===== src/rtl/mem_arbiter_if.sv =====
// Bundle of the inst/data requester ports and the shared downstream port of mem_arbiter.
// slave is the arbiter's view; master is the surrounding core/memory environment.
interface mem_arbiter_if;
    logic        inst_req;
    logic [31:0] inst_addr;
    logic [2:0]  inst_size;
    logic        inst_cache;
    logic        inst_addr_ok;
    logic        inst_data_ok;
    logic [31:0] inst_rdata;

    logic        data_req;
    logic        data_wr;
    logic [3:0]  data_wstrb;
    logic [31:0] data_addr;
    logic [2:0]  data_size;
    logic [31:0] data_wdata;
    logic        data_cache;
    logic        data_addr_ok;
    logic        data_data_ok;
    logic [31:0] data_rdata;

    logic        m_req;
    logic        m_wr;
    logic [3:0]  m_wstrb;
    logic [31:0] m_addr;
    logic [2:0]  m_size;
    logic [31:0] m_wdata;
    logic        m_cache;
    logic        m_addr_ok;
    logic        m_data_ok;
    logic [31:0] m_rdata;

    modport slave (
        input  inst_req, inst_addr, inst_size, inst_cache,
        output inst_addr_ok, inst_data_ok, inst_rdata,
        input  data_req, data_wr, data_wstrb, data_addr, data_size, data_wdata, data_cache,
        output data_addr_ok, data_data_ok, data_rdata,
        output m_req, m_wr, m_wstrb, m_addr, m_size, m_wdata, m_cache,
        input  m_addr_ok, m_data_ok, m_rdata
    );

    modport master (
        output inst_req, inst_addr, inst_size, inst_cache,
        input  inst_addr_ok, inst_data_ok, inst_rdata,
        output data_req, data_wr, data_wstrb, data_addr, data_size, data_wdata, data_cache,
        input  data_addr_ok, data_data_ok, data_rdata,
        input  m_req, m_wr, m_wstrb, m_addr, m_size, m_wdata, m_cache,
        output m_addr_ok, m_data_ok, m_rdata
    );
endinterface


===== src/rtl/mem_arbiter.sv =====
// Shares one in-order downstream port between inst and data requesters (data has priority).
// Define MEM_ARB_STARVE_GUARD_EN to force an inst grant after STARVE_MAX consecutive data grants.
module mem_arbiter #(
    parameter int unsigned DEPTH      = 4,
    parameter int unsigned STARVE_MAX = 8
) (
    input  logic         clk,
    input  logic         reset,
    mem_arbiter_if.slave io_bus
);
    localparam int unsigned PtrW = $clog2(DEPTH);
    localparam int unsigned CntW = $clog2(DEPTH + 1);
    localparam logic [CntW-1:0] CntFull = CntW'(DEPTH);

    if (DEPTH < 2 || DEPTH > 16 || (DEPTH & (DEPTH - 1)) != 0) begin : g_depth_chk
        $error("mem_arbiter: DEPTH must be a power of two in 2..16");
    end
    if (STARVE_MAX < 1) begin : g_starve_chk
        $error("mem_arbiter: STARVE_MAX must be at least 1");
    end

    logic            w_force_inst;
    logic            w_grant_data;
    logic            w_grant_inst;
    logic            w_push;
    logic            w_pop;
    logic            w_head_id;

    // ID FIFO: 0 = inst, 1 = data; order of acceptance equals order of responses.
    logic            r_id_fifo [DEPTH];
    logic [PtrW-1:0] r_wr_ptr;
    logic [PtrW-1:0] r_rd_ptr;
    logic [CntW-1:0] r_count;

    assign w_grant_data = io_bus.data_req && !w_force_inst;
    assign w_grant_inst = !w_grant_data && io_bus.inst_req;

    // Registered count only: a pop at full never frees a slot in the same cycle.
    assign io_bus.m_req   = !reset && (w_grant_data || w_grant_inst) && (r_count < CntFull);
    assign io_bus.m_wr    = w_grant_data && io_bus.data_wr;
    assign io_bus.m_wstrb = w_grant_data ? io_bus.data_wstrb : 4'd0;
    assign io_bus.m_wdata = w_grant_data ? io_bus.data_wdata : 32'd0;
    assign io_bus.m_addr  = w_grant_data ? io_bus.data_addr  : io_bus.inst_addr;
    assign io_bus.m_size  = w_grant_data ? io_bus.data_size  : io_bus.inst_size;
    assign io_bus.m_cache = w_grant_data ? io_bus.data_cache : io_bus.inst_cache;

    assign w_push              = io_bus.m_req && io_bus.m_addr_ok;
    assign io_bus.inst_addr_ok = w_push && w_grant_inst;
    assign io_bus.data_addr_ok = w_push && w_grant_data;

    // Responses with nothing outstanding are dropped.
    assign w_pop               = !reset && io_bus.m_data_ok && (r_count != '0);
    assign w_head_id           = r_id_fifo[r_rd_ptr];
    assign io_bus.inst_data_ok = w_pop && !w_head_id;
    assign io_bus.data_data_ok = w_pop && w_head_id;
    assign io_bus.inst_rdata   = io_bus.m_rdata;
    assign io_bus.data_rdata   = io_bus.m_rdata;

    always_ff @(posedge clk) begin
        if (!reset && w_push) begin
            r_id_fifo[r_wr_ptr] <= w_grant_data;
        end
    end

    always_ff @(posedge clk) begin
        if (reset) begin
            r_wr_ptr <= '0;
            r_rd_ptr <= '0;
            r_count  <= '0;
        end else begin
            if (w_push) begin
                r_wr_ptr <= r_wr_ptr + PtrW'(1);
            end
            if (w_pop) begin
                r_rd_ptr <= r_rd_ptr + PtrW'(1);
            end
            r_count <= r_count + CntW'(w_push) - CntW'(w_pop);
        end
    end

`ifdef MEM_ARB_STARVE_GUARD_EN
    localparam int unsigned StarveW = $clog2(STARVE_MAX + 1);
    localparam logic [StarveW-1:0] StarveLim = StarveW'(STARVE_MAX);

    logic [StarveW-1:0] r_starve_cnt;

    // Holds at the limit until inst is accepted or withdraws its request.
    assign w_force_inst = io_bus.inst_req && (r_starve_cnt == StarveLim);

    always_ff @(posedge clk) begin
        if (reset || !io_bus.inst_req || io_bus.inst_addr_ok) begin
            r_starve_cnt <= '0;
        end else if (io_bus.data_addr_ok && (r_starve_cnt != StarveLim)) begin
            r_starve_cnt <= r_starve_cnt + StarveW'(1);
        end
    end
`else
    assign w_force_inst = 1'b0;
`endif

endmodule


===== src/flat_wrapper.sv =====
// flat-port wrapper written by rule: the top's interface ports become plain ports
module mem_arbiter_flat 
#(
    parameter int unsigned DEPTH      = 4,
    parameter int unsigned STARVE_MAX = 8
)
  (clk, reset, io_bus_inst_req, io_bus_inst_addr, io_bus_inst_size, io_bus_inst_cache, io_bus_inst_addr_ok, io_bus_inst_data_ok, io_bus_inst_rdata, io_bus_data_req, io_bus_data_wr, io_bus_data_wstrb, io_bus_data_addr, io_bus_data_size, io_bus_data_wdata, io_bus_data_cache, io_bus_data_addr_ok, io_bus_data_data_ok, io_bus_data_rdata, io_bus_m_req, io_bus_m_wr, io_bus_m_wstrb, io_bus_m_addr, io_bus_m_size, io_bus_m_wdata, io_bus_m_cache, io_bus_m_addr_ok, io_bus_m_data_ok, io_bus_m_rdata);
  mem_arbiter_if io_bus_i ();
  input  logic clk;
  input  logic reset;
  input wire logic [$bits(io_bus_i.inst_req)-1:0] io_bus_inst_req;
  input wire logic [$bits(io_bus_i.inst_addr)-1:0] io_bus_inst_addr;
  input wire logic [$bits(io_bus_i.inst_size)-1:0] io_bus_inst_size;
  input wire logic [$bits(io_bus_i.inst_cache)-1:0] io_bus_inst_cache;
  output wire logic [$bits(io_bus_i.inst_addr_ok)-1:0] io_bus_inst_addr_ok;
  output wire logic [$bits(io_bus_i.inst_data_ok)-1:0] io_bus_inst_data_ok;
  output wire logic [$bits(io_bus_i.inst_rdata)-1:0] io_bus_inst_rdata;
  input wire logic [$bits(io_bus_i.data_req)-1:0] io_bus_data_req;
  input wire logic [$bits(io_bus_i.data_wr)-1:0] io_bus_data_wr;
  input wire logic [$bits(io_bus_i.data_wstrb)-1:0] io_bus_data_wstrb;
  input wire logic [$bits(io_bus_i.data_addr)-1:0] io_bus_data_addr;
  input wire logic [$bits(io_bus_i.data_size)-1:0] io_bus_data_size;
  input wire logic [$bits(io_bus_i.data_wdata)-1:0] io_bus_data_wdata;
  input wire logic [$bits(io_bus_i.data_cache)-1:0] io_bus_data_cache;
  output wire logic [$bits(io_bus_i.data_addr_ok)-1:0] io_bus_data_addr_ok;
  output wire logic [$bits(io_bus_i.data_data_ok)-1:0] io_bus_data_data_ok;
  output wire logic [$bits(io_bus_i.data_rdata)-1:0] io_bus_data_rdata;
  output wire logic [$bits(io_bus_i.m_req)-1:0] io_bus_m_req;
  output wire logic [$bits(io_bus_i.m_wr)-1:0] io_bus_m_wr;
  output wire logic [$bits(io_bus_i.m_wstrb)-1:0] io_bus_m_wstrb;
  output wire logic [$bits(io_bus_i.m_addr)-1:0] io_bus_m_addr;
  output wire logic [$bits(io_bus_i.m_size)-1:0] io_bus_m_size;
  output wire logic [$bits(io_bus_i.m_wdata)-1:0] io_bus_m_wdata;
  output wire logic [$bits(io_bus_i.m_cache)-1:0] io_bus_m_cache;
  input wire logic [$bits(io_bus_i.m_addr_ok)-1:0] io_bus_m_addr_ok;
  input wire logic [$bits(io_bus_i.m_data_ok)-1:0] io_bus_m_data_ok;
  input wire logic [$bits(io_bus_i.m_rdata)-1:0] io_bus_m_rdata;
  assign io_bus_i.inst_req = io_bus_inst_req;
  assign io_bus_i.inst_addr = io_bus_inst_addr;
  assign io_bus_i.inst_size = io_bus_inst_size;
  assign io_bus_i.inst_cache = io_bus_inst_cache;
  assign io_bus_inst_addr_ok = io_bus_i.inst_addr_ok;
  assign io_bus_inst_data_ok = io_bus_i.inst_data_ok;
  assign io_bus_inst_rdata = io_bus_i.inst_rdata;
  assign io_bus_i.data_req = io_bus_data_req;
  assign io_bus_i.data_wr = io_bus_data_wr;
  assign io_bus_i.data_wstrb = io_bus_data_wstrb;
  assign io_bus_i.data_addr = io_bus_data_addr;
  assign io_bus_i.data_size = io_bus_data_size;
  assign io_bus_i.data_wdata = io_bus_data_wdata;
  assign io_bus_i.data_cache = io_bus_data_cache;
  assign io_bus_data_addr_ok = io_bus_i.data_addr_ok;
  assign io_bus_data_data_ok = io_bus_i.data_data_ok;
  assign io_bus_data_rdata = io_bus_i.data_rdata;
  assign io_bus_m_req = io_bus_i.m_req;
  assign io_bus_m_wr = io_bus_i.m_wr;
  assign io_bus_m_wstrb = io_bus_i.m_wstrb;
  assign io_bus_m_addr = io_bus_i.m_addr;
  assign io_bus_m_size = io_bus_i.m_size;
  assign io_bus_m_wdata = io_bus_i.m_wdata;
  assign io_bus_m_cache = io_bus_i.m_cache;
  assign io_bus_i.m_addr_ok = io_bus_m_addr_ok;
  assign io_bus_i.m_data_ok = io_bus_m_data_ok;
  assign io_bus_i.m_rdata = io_bus_m_rdata;
  mem_arbiter #(.DEPTH(DEPTH), .STARVE_MAX(STARVE_MAX)) u_core (.clk(clk), .reset(reset), .io_bus(io_bus_i));
endmodule

===== config.mk =====
export PLATFORM = sky130hd
export DESIGN_NAME = mem_arbiter_flat
export DESIGN_NICKNAME = d
export VERILOG_FILES = /design/src/rtl/mem_arbiter_if.sv /design/src/rtl/mem_arbiter.sv /design/src/flat_wrapper.sv
export SDC_FILE = /design/constraint.sdc
export NUM_CORES = 1
export LEC_CHECK = 0
export ABC_AREA = 1
export CAP_MARGIN = 20
export CORE_AREA = 5 5 108 110
export CTS_BUF_LIST = sky130_fd_sc_hd__clkbuf_4
export DETAILED_ROUTE_END_ITERATION = 10
export DIE_AREA = 0 0 113 115
export GPL_ROUTABILITY_DRIVEN = 0
export GPL_TIMING_DRIVEN = 0
export PLACE_DENSITY = 0.7
export SYNTH_ARGS = -nofsm -noshare
export SYNTH_HDL_FRONTEND = slang
export SYNTH_SLANG_ARGS = --single-unit

===== constraint.sdc =====
create_clock -name clk -period 2.1 [get_ports clk]
set_clock_uncertainty 0.15 [all_clocks]
set_input_delay 0.21 -clock clk [delete_from_list [all_inputs] [get_ports clk]]
set_output_delay 0.21 -clock clk [all_outputs]
set_load 0.05 [all_outputs]

==> metrics.cfg <==
[floorplan]
fp-row-count = 38
placeableCoreArea_um2 = 10600
die_h_um = 115
dieArea_um2 = 13000
die_w_um = 113
start_util_pct = 18.4
pin_count = 289

[power]
p_clk_share_pct = 8.0
seq_power_share_pct = 15.7
p_total_mw = 2.04
ir_worst_vdd_v = 0.000220
power_leakage_nw = 2.51
switchingPower_mw = 1.04
power_density_nw_per_um2 = 423
sw_frac_of_total_pct = 51.1
power_frac_comb_pct = 76.4
internal_power_mw = 0.995

[cts]
numCtsBuffers = 3
cts_tree = built
htree_levels = 1
path_clk_slew_ps = 80
clk_path_buf_depth = 2
root_buffer = clkbuf_4
cts.sinks = 13
clkLatencyLatePin_ps = 270

[layout]
regArea_um2 = 302
layout-drive-gt1-share_pct = 26.3
n_antenna_cell = 0
fin_util_pct = 45.4
final_cell_mix = 176 x clkdlybuf4s50_1, 159 x nand2_1, 70 x clkdlybuf4s15_2
final_cell_count_no_fill = 752
final_cell_area_um2 = 4820
area_growth_syn_to_layout_pct = 147
final_common_cell = clkdlybuf4s50_1
nets = 767
multi_input_area_um2 = 880
fillers = 1052

[status]
status = finished clean

[setup_path]
end_kind = register
worstSetupPathType = in -> reg
slowest_delay_ps = 490
cp_max_fo = 3
cp.arrival_ps = 2060
required_ps = 2150
timing.rr.start = u_core.r_count[0]
cp_num_buf_inv = 4
cp_slowest_cell = clkdlybuf4s50_1
reg2regPathDepth = 11
crit_top_cell = inv_1
start_kind = primary input
r2r_slack_ps = 100
path_cells = clkdlybuf4s50_1 > inv_1 > nand2_2 > nand3_4 > ha_1 > inv_1 > ha_1 > fa_2 > inv_1 > nand3_1 > a21oi_1
critical_path.top_delay_family = adder cells
r2r-end = u_core.r_count[2]

[synthesis]
synth.avg_cell_area_um2 = 5.56
synthCells = 351
netlist_area_um2 = 1950
ys_warn_count = 0
seq_area_frac_synth_pct = 15.4
syn_nets = 505
synth-seq-cells = 13
synth.distinct_cells = 21

[timing]
hold_viol = 0
maxSlewViolCount = 0
fin_crit_ps = 2010
worstMarginPinSlew_ps = 576
slew_headroom_pct = 61.5
rsz0062_at_grt = yes
hold-worst-slack_ps = 274
finalSetupViolations = 0
max_freq_ghz = 0.497
fin_crit_sh_pct = 95.8

[global_route]
grt_pass1_wl_mm = 15.3
grt_max_degree = 11
grt_usage_pct = 14.7
overflow = 0
grt_pass1_vias = 2982
antenna_found_initial = 0

[placed_design]
dp_cells = 747
dpl-instance-area_um2 = 4690
port_buffers = 256
place_hpwl_mm = 9.41

[run]
cap_violations = 0

[routing]
vias = 2813
drt_iter0_markers = 76
wl_mm = 10.5
wl_per_cell_um = 14.0
firstDrtPassIters = 6
drc = 0
final_antenna_net_count = 0
via_per_inst = 3.74

[min_path]
hp-class = in -> reg
whs_endpoint = u_core.r_id_fifo[3]
hold_path_startpoint = io_bus_data_req
whs_path_depth = 1

## stage by stage
stage,worst slack (ps),TNS (ps)
2_1_floorplan,206,0
3_3_place_gp,-706,-46160
3_5_place_dp,-770,-48140
4_1_cts,25.5,0
5_1_grt,-4.24,-4.24
6_report,88.9,0
## what timing repair did
item,CTS,global route
resized for setup,223,4
setup buffers,1,0
hold buffers,0,0
setup endpoints to repair,80,6
gates cloned,0,0
pin swaps,1,2
## power groups by stage
stage | clock network [mW] | registers [mW] | logic [mW]
floorplan | 0 | 0.320 | 0.970
global placement | 0 | 0.323 | 1.56
detailed placement | 0 | 0.325 | 1.59
CTS | 0.169 | 0.319 | 1.56
global route | 0.181 | 0.325 | 1.65
finish | 0.162 | 0.319 | 1.55
## kinds of logic (layout without fill, tap and decap cells)
kind of cell / count (synthesis) / in the layout / share of synthesized area, %
simple gates: 186 / 186 / 38.0
buf+inv: 138 / 399 / 39.8
flops: 13 / 13 / 15.4
fa+ha+maj: 7 / 7 / 4.87
compound gates: 7 / 7 / 1.92
## routing by layer
| layer | global-route usage (%) | routed length (um) |
|---|---|---|
| met3 | 4.53 | 909 |
| met4 | 3.04 | 204 |
| met2 | 29.3 | 5920 |
| met1 | 14.9 | 3460 |
| met5 | 0 | 0 |
## cells in the mapped netlist
cell	instances	area share, %
a21oi_1	4	1.0
buf_2	9	2.3
buf_4	66	25
clkbuf_1	1	0.19
dfxtp_1	9	9.2
edfxtp_1	4	6.2
fa_1	1	1.0
ha_1	6	3.8
inv_1	62	12
nand2_1	160	31
nand2_2	2	0.64
nand2_4	1	0.58
nand3_1	2	0.51
nand3_4	1	0.90
nand4_1	1	0.32
nor2_1	16	3.1
nor2_2	2	0.64
nor2_4	1	0.58
o211ai_1	1	0.38
o21ai_0	1	0.26
o21ai_1	1	0.26
## layout make-up
cell class                      instances  area share (%)
Timing Repair Buffer                  257            54.9
Multi-Input combinational cell        200            18.3
Buffer                                 76            11.4
Sequential cell                        13            6.26
Inverter                               62            4.83
Tap cell                              140            3.64
Clock buffer                            4           0.624
## worst max-delay path by stage
stage / cells past startpoint / slack (ps) / start / end
after floorplan: 9 / 210 / u_core.r_count[2] / u_core.r_count[2]
after global placement: 6 / -710 / io_bus_data_req / io_bus_m_addr[24]
after detailed placement: 6 / -770 / io_bus_data_req / io_bus_m_addr[24]
after CTS: 11 / 30 / io_bus_inst_req / u_core.r_count[2]
after global routing: 11 / -4 / u_core.r_count[0] / u_core.r_count[2]
final: 11 / 90 / io_bus_inst_req / u_core.r_count[2]
(Power assumes the default switching activity.)
